File: src/rtl/button_pkg.sv
// button_pkg: shared FSM state encoding and LED reset pattern for button_reader
package button_pkg;
  typedef enum logic [1:0] {IDLE, ARM_PRESS, HELD, ARM_RELEASE} state_t;
  localparam logic [3:0] LED_RESET = 4'b0001;
endpackage

File: src/rtl/sync2.sv
// sync2: two-flop synchronizer for an asynchronous single-bit input
//   clk : sampling clock
//   rst : synchronous active-high reset, loads RESET_VAL into both flops
//   d   : asynchronous input
//   q   : synchronized output, two clk edges behind d
module sync2 #(
  parameter logic RESET_VAL = 1'b0
) (
  input  logic clk,
  input  logic rst,
  input  logic d,
  output logic q
);
  logic meta;
  always_ff @(posedge clk)
    if (rst) {q, meta} <= {RESET_VAL, RESET_VAL};
    else     {q, meta} <= {meta, d};
endmodule

File: src/rtl/button_reader.sv
// button_reader: debounced push-button reader with press/release strobes and a press-position LED ring
//   clk           : system clock
//   rst           : synchronous active-high reset
//   btn           : raw bouncing button pin (reads 0 when pressed if ACTIVE_LOW)
//   pressed       : debounced level, 1 while held
//   press_pulse   : one-cycle strobe on accepted press
//   release_pulse : one-cycle strobe on accepted release
//   D1..D4        : one-hot LED, advances on each accepted press
//   D5            : mirrors pressed
module button_reader
  import button_pkg::*;
#(
  parameter int DEBOUNCE_CYCLES = 120000,
  parameter bit ACTIVE_LOW      = 1'b1
) (
  input  logic clk,
  input  logic rst,
  input  logic btn,
  output logic pressed,
  output logic press_pulse,
  output logic release_pulse,
  output logic D1,
  output logic D2,
  output logic D3,
  output logic D4,
  output logic D5
);
  localparam int CW = $clog2(DEBOUNCE_CYCLES);
  localparam logic [CW-1:0] LAST = CW'(DEBOUNCE_CYCLES - 1);
  logic btn_s, s, pressed_n;
  logic [CW-1:0] cnt, cnt_n;
  logic [3:0] led;
  state_t state, state_n;
  // flops reset to the idle pin level so reset never looks like a press
  sync2 #(.RESET_VAL(ACTIVE_LOW)) u_sync (.clk(clk), .rst(rst), .d(btn), .q(btn_s));
  assign s = btn_s ^ ACTIVE_LOW;
  // counter clears on every state change, so it never passes LAST
  always_comb begin
    state_n = state;
    cnt_n   = '0;
    case (state)
      IDLE:        state_n = s ? ARM_PRESS : IDLE;
      ARM_PRESS: begin
        state_n = !s ? IDLE : (cnt == LAST ? HELD : ARM_PRESS);
        cnt_n   = (s && cnt != LAST) ? cnt + CW'(1) : '0;
      end
      HELD:        state_n = s ? HELD : ARM_RELEASE;
      ARM_RELEASE: begin
        state_n = s ? HELD : (cnt == LAST ? IDLE : ARM_RELEASE);
        cnt_n   = (!s && cnt != LAST) ? cnt + CW'(1) : '0;
      end
      default:     state_n = IDLE;
    endcase
    pressed_n = (state_n == HELD) || (state_n == ARM_RELEASE);
  end
  always_ff @(posedge clk)
    if (rst) begin
      state         <= IDLE;
      cnt           <= '0;
      pressed       <= 1'b0;
      press_pulse   <= 1'b0;
      release_pulse <= 1'b0;
      led           <= LED_RESET;
    end else begin
      state         <= state_n;
      cnt           <= cnt_n;
      pressed       <= pressed_n;
      press_pulse   <= pressed_n & ~pressed;
      release_pulse <= ~pressed_n & pressed;
      led           <= (pressed_n & ~pressed) ? {led[2:0], led[3]} : led;
    end
  assign {D4, D3, D2, D1} = led;
  assign D5 = pressed;
endmodule

File: config.mk
export PLATFORM = sky130hd
export DESIGN_NAME = button_reader
export DESIGN_NICKNAME = d
export VERILOG_FILES = /design/src/rtl/button_pkg.sv /design/src/rtl/sync2.sv /design/src/rtl/button_reader.sv
export SDC_FILE = /design/constraint.sdc
export NUM_CORES = 1
export LEC_CHECK = 0
export ABC_AREA = 1
export BUFFER_PORTS_ARGS = -buffer_cell sky130_fd_sc_hd__buf_2
export CORE_MARGIN = 3
export CORE_UTILIZATION = 57
export CTS_CLUSTER_SIZE = 40
export DETAILED_ROUTE_END_ITERATION = 10
export PLACE_DENSITY = 0.77
export SLEW_MARGIN = 20
export SYNTH_ARGS = -nofsm -noshare
export SYNTH_HDL_FRONTEND = slang
export SYNTH_SLANG_ARGS = --single-unit
File: constraint.sdc
create_clock -name clk -period 1.85 [get_ports clk]
set_clock_uncertainty 0.1 [all_clocks]
set_input_delay 0.37 -clock clk [delete_from_list [all_inputs] [get_ports clk]]
set_output_delay 0.37 -clock clk [all_outputs]
set_load 0.01 [all_outputs]
# Yosys cells after proc, flatten, opt, wreduce, memory -nomap -nowiden

Index checks and enable logic that the tools add are counted.

Output and inout port bits: 8
Memory bits (writable): 0
Bits of input ports: 3
Word-level logic and storage cells: 35
Bits in registers: 28
Memories: 0
ROM bits: 0
Bits in latches: 0

Order comparisons: 0
$add $sub $neg: 1
Equal/unequal tests: 7
Bitwise logic cells: 5
Divide/modulo/power cells: 0
Reductions and logical operators: 4
Multiplexer cells: 10
Shift-type cells: 0
Multiply operators: 0

Operators with widths:

| cell                                                 | count |
|---|---|
| two-way mux 17 bit                                   | 2 |
| case mux 17 bit (2 select lines)                     | 1 |
| adder 17 x 1 -> 17 bit (second input constant)       | 1 |
| equality test 17 bit (second input constant)         | 1 |
| inequality test 17 bit (second input constant)       | 1 |
| equality test 2 bit (second input constant)          | 4 |
| two-way mux 2 bit                                    | 4 |
| case mux 2 bit (4 select lines)                      | 1 |
| inverter 1 bit                                       | 3 |
| AND 1 bit                                            | 2 |
| equality test 2 x 1 -> 1 bit (second input constant) | 1 |
| logical AND 1 bit                                    | 2 |
| logical NOT 2 bit                                    | 1 |
| two-way mux 1 bit                                    | 2 |
| logical OR 1 bit                                     | 1 |

# Logic depth before layout (Yosys ltp)

Gate-level depths: netlist of run 1.

Depth in word-level cells: 8
Mapped depth: 9
Gate-level depth less buffers: 9

# By module

A second synthesis of run 1 with hierarchy kept.

Cells, all modules: 168
Area total of the unflattened synthesis: 1232.4 um2

Modules (own cells, without submodules):

| module        | times used | seq. area each (um2) | area an instance (um2) | cells each |
|---|---|---|---|---|
| button_reader | 1          | 500.5                | 1173.6                 | 161 |
| sync2         | 1          | 40.0                 | 58.8                   | 7 |

# Worst setup path before layout of run 1

No wires, ideal clock.

Kind: register to register
From: register cnt[0]
To: register led[1]
Path buffers: 0
Stages on the path, launching flop included: 9
Arrival time: 1.241 ns
Library setup time: 0.113 ns
Clock period less this slack: 1.454 ns
Data required time: 1.637 ns
Slack: 0.396 ns
Cells stage by stage: dfxtp_1 > ha_1 > nand3_2 > inv_1 > nand2_1 > nor2_2 > nand4_4 > nor2_1 > nor2_1

Longest elaborated chain between the ends: 7
Elaborated cells between the ends (all ways): 10
Classes of those cells: 3 x eq/ne; 5 x mux; 1 x bitwise; 1 x reduce/logical

RTL lines:

| what                                               | line                                     | text |
|---|---|---|
| from (decl)                                        | button_reader.sv:31                      | `logic [CW-1:0] cnt, cnt_n;` |
| from (signal assigned)                             | button_reader.sv:66                      | `cnt <= cnt_n;` |
| equality test 17 bit (*)                           | button_reader.sv:44, button_reader.sv:49 |  |
| two-way mux 2 bit (on tied branches) (2 in series) | button_reader.sv:49, button_reader.sv:44 |  |
| case mux 2 bit (4 select lines) (*)                | button_reader.sv:41                      | `case (state)` |
| equality test 2 bit                                | button_reader.sv:54                      | `pressed_n = (state_n == HELD) \|\| (state_n == ARM_RELEASE);` |
| logical OR 1 bit (*)                               | button_reader.sv:54                      |  |
| AND 1 bit (*)                                      | button_reader.sv:70                      | `led <= (pressed_n & ~pressed) ? {led[2:0], led[3]} : led;` |
| to (signal assigned)                               | button_reader.sv:70                      |  |
| to (decl)                                          | button_reader.sv:32                      | `logic [3:0] led;` |

Mark *: on every way between the ends. The rest lies on a longest branch, timed or not.
A chain may end at the register's enable or synchronous reset.

# Worst setup path in the final report of run 1

From: register cnt[0]
To: register led[2]

The elaborated chain is that of the path after synthesis.

==> flow_metrics.py, run 1 <==
metrics = {
    "yosys": {
        "yosysWarnings": 0,
        "synth_top_area_frac": 0.423,
        "synth_seq_cells": 27,
        "syn_area_mm2": 0.00128,
        "synth.area.top_cells": "dfxtp_1, nor2_1, nand2_1, inv_1, nand3_1",
        "avgSynthCellArea_um2": 7.34,
        "yosysTopAreaCell": "dfxtp_1",
        "yosysUniqueCellTypes": 23,
        "synthCells": 174,
        "yosysSeqAreaShare": 0.423,
        "synth_nets": 178,
    },
    "finish": {
        "num-nets-final": 192,
        "fin_util": 0.678,
        "drive_above_1_share": 0.166,
        "area_growth_pct": 8.42,
        "multi_input_area_um2": 639,
        "fill_cells": 191,
        "seqCellArea_um2": 542,
        "final-instance-count-excl-fill": 214,
        "antennaDiodeCount": 0,
        "finalInstanceArea_mm2": 0.00139,
    },
    "sta": {
        "hold_slack_ns": 0.107,
        "tightest_slew_ns": 0.258,
        "period_minus_slack_ns": 1.59,
        "tns_ns": 0,
        "fmax_ghz": 0.630,
        "maxSlewViolCount": 0,
        "timing.final.hold_violations": 0,
        "setup_viol": 0,
        "rsz0062_at_grt": "false",
        "post-route-period-util": 0.858,
        "setup_slack_ns": 0.264,
        "slew_headroom": 0.826,
    },
    "placement": {
        "gp_congestion": 0.786,
        "hpwl_um": 1830,
        "port_buffers": 10,
        "dpl.cell_count": 210,
        "dpl-instance-area_mm2": 0.00135,
        "place_ws_ns": 0.189,
    },
    "floorplanning": {
        "die_x_um": 53.3,
        "dieArea_mm2": 0.00285,
        "ioPinCount": 11,
        "die_y_um": 53.3,
        "core_mm2": 0.00204,
        "rows": 16,
        "initial_core_util": 0.626,
    },
    "grt": {
        "overflow": 0,
        "gr-usage-all-layers": 0.201,
        "grt_pass1_wl_um": 4280,
        "antenna_found_initial": 0,
        "grt_pass1_vias": 1005,
        "grt_max_degree": 17,
    },
    "setup_path": {
        "crit_required_ns": 2.00,
        "max_stage_delay_ns": 0.40,
        "cp-start-kind": "flop",
        "critPathArrivalTime_ns": 1.73,
        "path_buf_inv": 1,
        "critical_path_class": "reg2reg",
        "crit_top_cell": "nor2_1",
        "cp_slowest_cell": "dfxtp_2",
        "cpLargestDelayFamily": "simple AND/OR/NAND/NOR gates",
        "endpoint_kind": "flop",
        "crit_fanout": 8,
        "path_cells": "ha_1, nand3_2, inv_1, nand2_1, nor2_2, nand4_4, nor2_1, nor2_1",
    },
    "cts": {
        "ctsRootBufferMaster": "clkbuf_4",
        "path_clk_slew_ns": 0.15,
        "cts.sinks": 27,
        "cts_max_level": 1,
        "cts_tree": "yes",
        "cts_buffer_depth": 2,
        "clk_latency_ns": 0.33,
        "numCtsBuffers": 3,
        "post_cts_buffers": 0,
        "ctsHoldBuffers": 0,
        "cts_resized": 0,
    },
    "routing": {
        "drtPass1Iterations": 4,
        "drtIter0Drc": 25,
        "routedWlPerCell_um": 11.2,
        "drt_wl_total_um": 2390,
        "via_per_inst": 5.13,
        "routed-via-count": 1098,
        "drc": 0,
        "ant_nets": 0,
    },
    "worst_hold_path": {
        "holdCritPathClass": "in2reg",
    },
    "power_and_ir_drop": {
        "total_power_mw": 0.863,
        "power_density_mw_per_mm2": 623,
        "ir_drop_mv": 0.531,
        "cellLeakagePower_nw": 0.543,
    },
    "status": {
        "run_status": "completed",
    },
    "job": {
        "maxCapViolations": 0,
    },
}
## power by group
| group | switching (mW) | internal, mW |
|---|---|---|
| combinational | 0.00744 | 0.00416 |
| clock | 0.182 | 0.0829 |
| sequential | 0.00145 | 0.584 |
## layout by cell type, fill, tap and decap left out, types with 5 or more instances in the layout
master and count:
nor2_2 5, nand3_1 11, dfxtp_1 26, inv_1 22
buf_2 10, nor2_1 35, xor2_1 5, nand2_1 34
nor3_1 6, nand4_1 6
## cells by family (layout without fill, tap and decap cells)
logic type                 after synthesis  count (layout)  share of synthesized area
and+or+nand+nor                        108             108                      0.411
DFF                                     27              27                      0.423
buffers and inverters                   24              37                     0.0764
AOI/OAI and AO/OA                        7               7                     0.0313
xor gates and xnor gates                 7               7                     0.0480
adders and majority gates                1               1                    0.00979
## final timing paths
kind                                  start     endpoint  cells past startpoint  slack, ns
worst max-delay path                 cnt[0]       led[2]                      8       0.26
worst max register to register       cnt[0]       led[2]                      8       0.26
worst min-delay path                    btn  u_sync.meta                      2       0.11
worst min register to register  u_sync.meta     u_sync.q                      1       0.34
## state kept, by name (all words and copies together) (netlist names)
name           cells
release_pulse      1
state              1
cnt               17
u_sync.meta        1
press_pulse        1
led                4
u_sync.q           1
D5                 1
## synth_stat cells (all sizes together)
library cell	instances
nor2	43
nand2	35
dfxtp	27
inv	22
nand3	13
nand4	7
nor3	6
xor2	5
a21oi	3
o21ai	3
buf	2
or2	2
xnor2	2
a31oi	1
and3	1
ha	1
nor3b	1
## layer usage
layer	wire (um)	up-vias	track usage	share of wire
li1	-	577	-	-
met2	1140	30	0.322	0.48
met3	109	4	0.0254	0.046
met4	25	0	0.0851	0.010
met1	1110	487	0.267	0.46
met5	0	-	0	0
## cell type report
class | count | area share
Multi-Input combinational cell | 123 | 0.462
Sequential cell | 27 | 0.391
Inverter | 22 | 0.0596
Timing Repair Buffer | 11 | 0.0416
Tap cell | 27 | 0.0244
Clock buffer | 3 | 0.0163
Clock inverter | 1 | 0.00542
Power figures use the tool's default switching activity.
==> run 2: changes to the inputs <==
--- a/config.mk
+++ b/config.mk
@@ -11,7 +11,7 @@
 export CORE_UTILIZATION = 57
 export CTS_CLUSTER_SIZE = 40
 export DETAILED_ROUTE_END_ITERATION = 10
-export PLACE_DENSITY = 0.77
+export PLACE_DENSITY = 0.83
 export SLEW_MARGIN = 20
 export SYNTH_ARGS = -nofsm -noshare
 export SYNTH_HDL_FRONTEND = slang
==> flow_metrics.py, run 2 (synthesis results as in run 1) <==
metrics = {
    "status": {
        "run_status": "completed",
    },
    "setup_path": {
        "crit_path_end": "led[0]",
        "max_stage_delay_ns": 0.40,
        "critPathArrivalTime_ns": 1.71,
        "reg2reg_from": "cnt[0]",
        "path_cells": "ha_1, nand3_2, inv_1, nand2_1, nor2_2, nand4_4, nand2_1, nand3_1",
        "cp-start-kind": "flop",
        "r2r_cells": 8,
        "crit_top_cell": "nand2_1",
        "regToRegEndpoint": "led[0]",
        "endpoint_kind": "flop",
        "reg2reg_slack_ns": 0.26,
        "cp_slowest_cell": "dfxtp_2",
        "crit_required_ns": 1.97,
        "critical_path_class": "reg2reg",
        "crit_fanout": 8,
        "cp-startpoint": "cnt[0]",
    },
    "sta": {
        "timing.final.hold_violations": 0,
        "fmax_ghz": 0.630,
        "post-route-period-util": 0.858,
        "setup_viol": 0,
        "tightest_slew_ns": 0.252,
        "period_minus_slack_ns": 1.59,
        "maxSlewViolCount": 0,
        "rsz0062_at_grt": "false",
        "tns_ns": 0,
        "slew_headroom": 0.832,
    },
    "floorplanning": {
        "die_x_um": 53.3,
        "ioPinCount": 11,
        "dieArea_mm2": 0.00285,
        "rows": 16,
        "initial_core_util": 0.626,
        "core_mm2": 0.00204,
        "die_y_um": 53.3,
    },
    "power_and_ir_drop": {
        "total_power_mw": 0.856,
        "ir_drop_mv": 0.544,
        "power_density_mw_per_mm2": 618,
        "cellLeakagePower_nw": 0.543,
    },
    "cts": {
        "ctsRootBufferMaster": "clkbuf_4",
        "cts_max_level": 1,
        "clk_latency_ns": 0.33,
        "cts_buffer_depth": 2,
        "path_clk_slew_ns": 0.15,
        "cts_tree": "yes",
        "numCtsBuffers": 3,
        "cts.sinks": 27,
        "ctsHoldBuffers": 0,
    },
    "finish": {
        "final_common_cell": "nor2_1",
        "largest_reg_flops": 17,
        "drive_above_1_share": 0.166,
        "reg_top3": "cnt x17, led x4",
        "antennaDiodeCount": 0,
        "largest_register": "cnt",
        "area_growth_pct": 8.42,
        "layout_common_cells": "nor2_1, nand2_1, dfxtp_1, inv_1, nand3_1",
        "num-nets-final": 192,
    },
    "placement": {
        "port_buffers": 10,
        "gp_congestion": 0.873,
        "hpwl_um": 1880,
    },
    "grt": {
        "grt_pass1_vias": 1019,
        "overflow": 0,
        "gr-usage-all-layers": 0.192,
        "grt_pass1_wl_um": 4060,
        "grt_max_degree": 17,
        "antenna_found_initial": 0,
    },
    "routing": {
        "drtPass1Iterations": 4,
        "ant_nets": 0,
        "drc": 0,
        "via_per_inst": 5.23,
        "routedWlPerCell_um": 11.0,
        "drt_wl_total_um": 2360,
        "routed-via-count": 1120,
        "drtIter0Drc": 18,
    },
    "worst_hold_path": {
        "holdCritPathClass": "in2reg",
    },
    "job": {
        "maxCapViolations": 0,
    },
}
run 2: cell counts in the layout (fill, tap and decap cells not counted):
Identical to the previous run, type by type.
run 2: what timing repair did:
action / CTS / global route
gates resized for setup: 0 / 1
setup buffers: 0 / 0
setup endpoints to repair: 0 / 2
hold endpoints to repair: 0 / 0
run 2: worst min path at each step:
| stage | slack [ns] | end | start | cells after the start |
|---|---|---|---|---|
| 6_report | 0.11 | u_sync.meta | btn | 2 |
| 3_3_place_gp | 0.30 | u_sync.q | u_sync.meta | 1 |
| 4_1_cts | 0.10 | u_sync.meta | btn | 2 |
| 5_1_grt | 0.10 | u_sync.meta | btn | 2 |
| 3_5_place_dp | 0.30 | u_sync.q | u_sync.meta | 1 |
| 2_1_floorplan | 0.29 | u_sync.q | u_sync.meta | 1 |
run 2: layer usage:
metal / vias up / wire [um] / share of wire / GRT usage
li1: 573 / - / - / -
met1: 520 / 1060 / 0.45 / 0.225
met2: 24 / 1180 / 0.50 / 0.343
met3: 3 / 117 / 0.050 / 0.0620
met4: 0 / 6 / 0.0025 / 0.0255
met5: - / 0 / 0 / 0
run 2: layout make-up:
cell class                      count  area (um^2)
Fill cell                         188          657
Multi-Input combinational cell    123          639
Sequential cell                    27          542
Inverter                           22         82.6
Timing Repair Buffer               11         57.6
Tap cell                           27         33.8
Clock buffer                        3         22.5
Clock inverter                      1         7.51
run 2: critical path: cells and delay by family, from the launching register on:
kind                       cells  cell delay, ns
and+or+nand+nor                6            0.68
DFF                            1            0.40
buffers and inverters          1            0.10
adders and majority gates      1            0.20
run 2: where the power goes:
group          switching (mW)  total [mW]  leakage [nW]  internal [mW]
clock network           0.176       0.259        0.0139         0.0829
logic                 0.00715      0.0113         0.311        0.00417
registers             0.00137       0.586         0.218          0.584
run 2: per-stage QoR:
| stage | instance area, um^2 | util | std cells | hold WS [ns] | setup WS (ns) |
|---|---|---|---|---|---|
| final | 1390 | 0.678 | 214 | 0.108 | 0.263 |
| after global placement | 1350 | 0.663 | 210 | 0.297 | 0.313 |
| after global routing | 1390 | 0.678 | 214 | 0.104 | 0.0520 |
| after floorplan | 1280 | - | 174 | 0.289 | 0.396 |
| after CTS | 1380 | 0.678 | 214 | 0.101 | 0.178 |
| after detailed placement | 1350 | 0.663 | 210 | 0.299 | 0.215 |
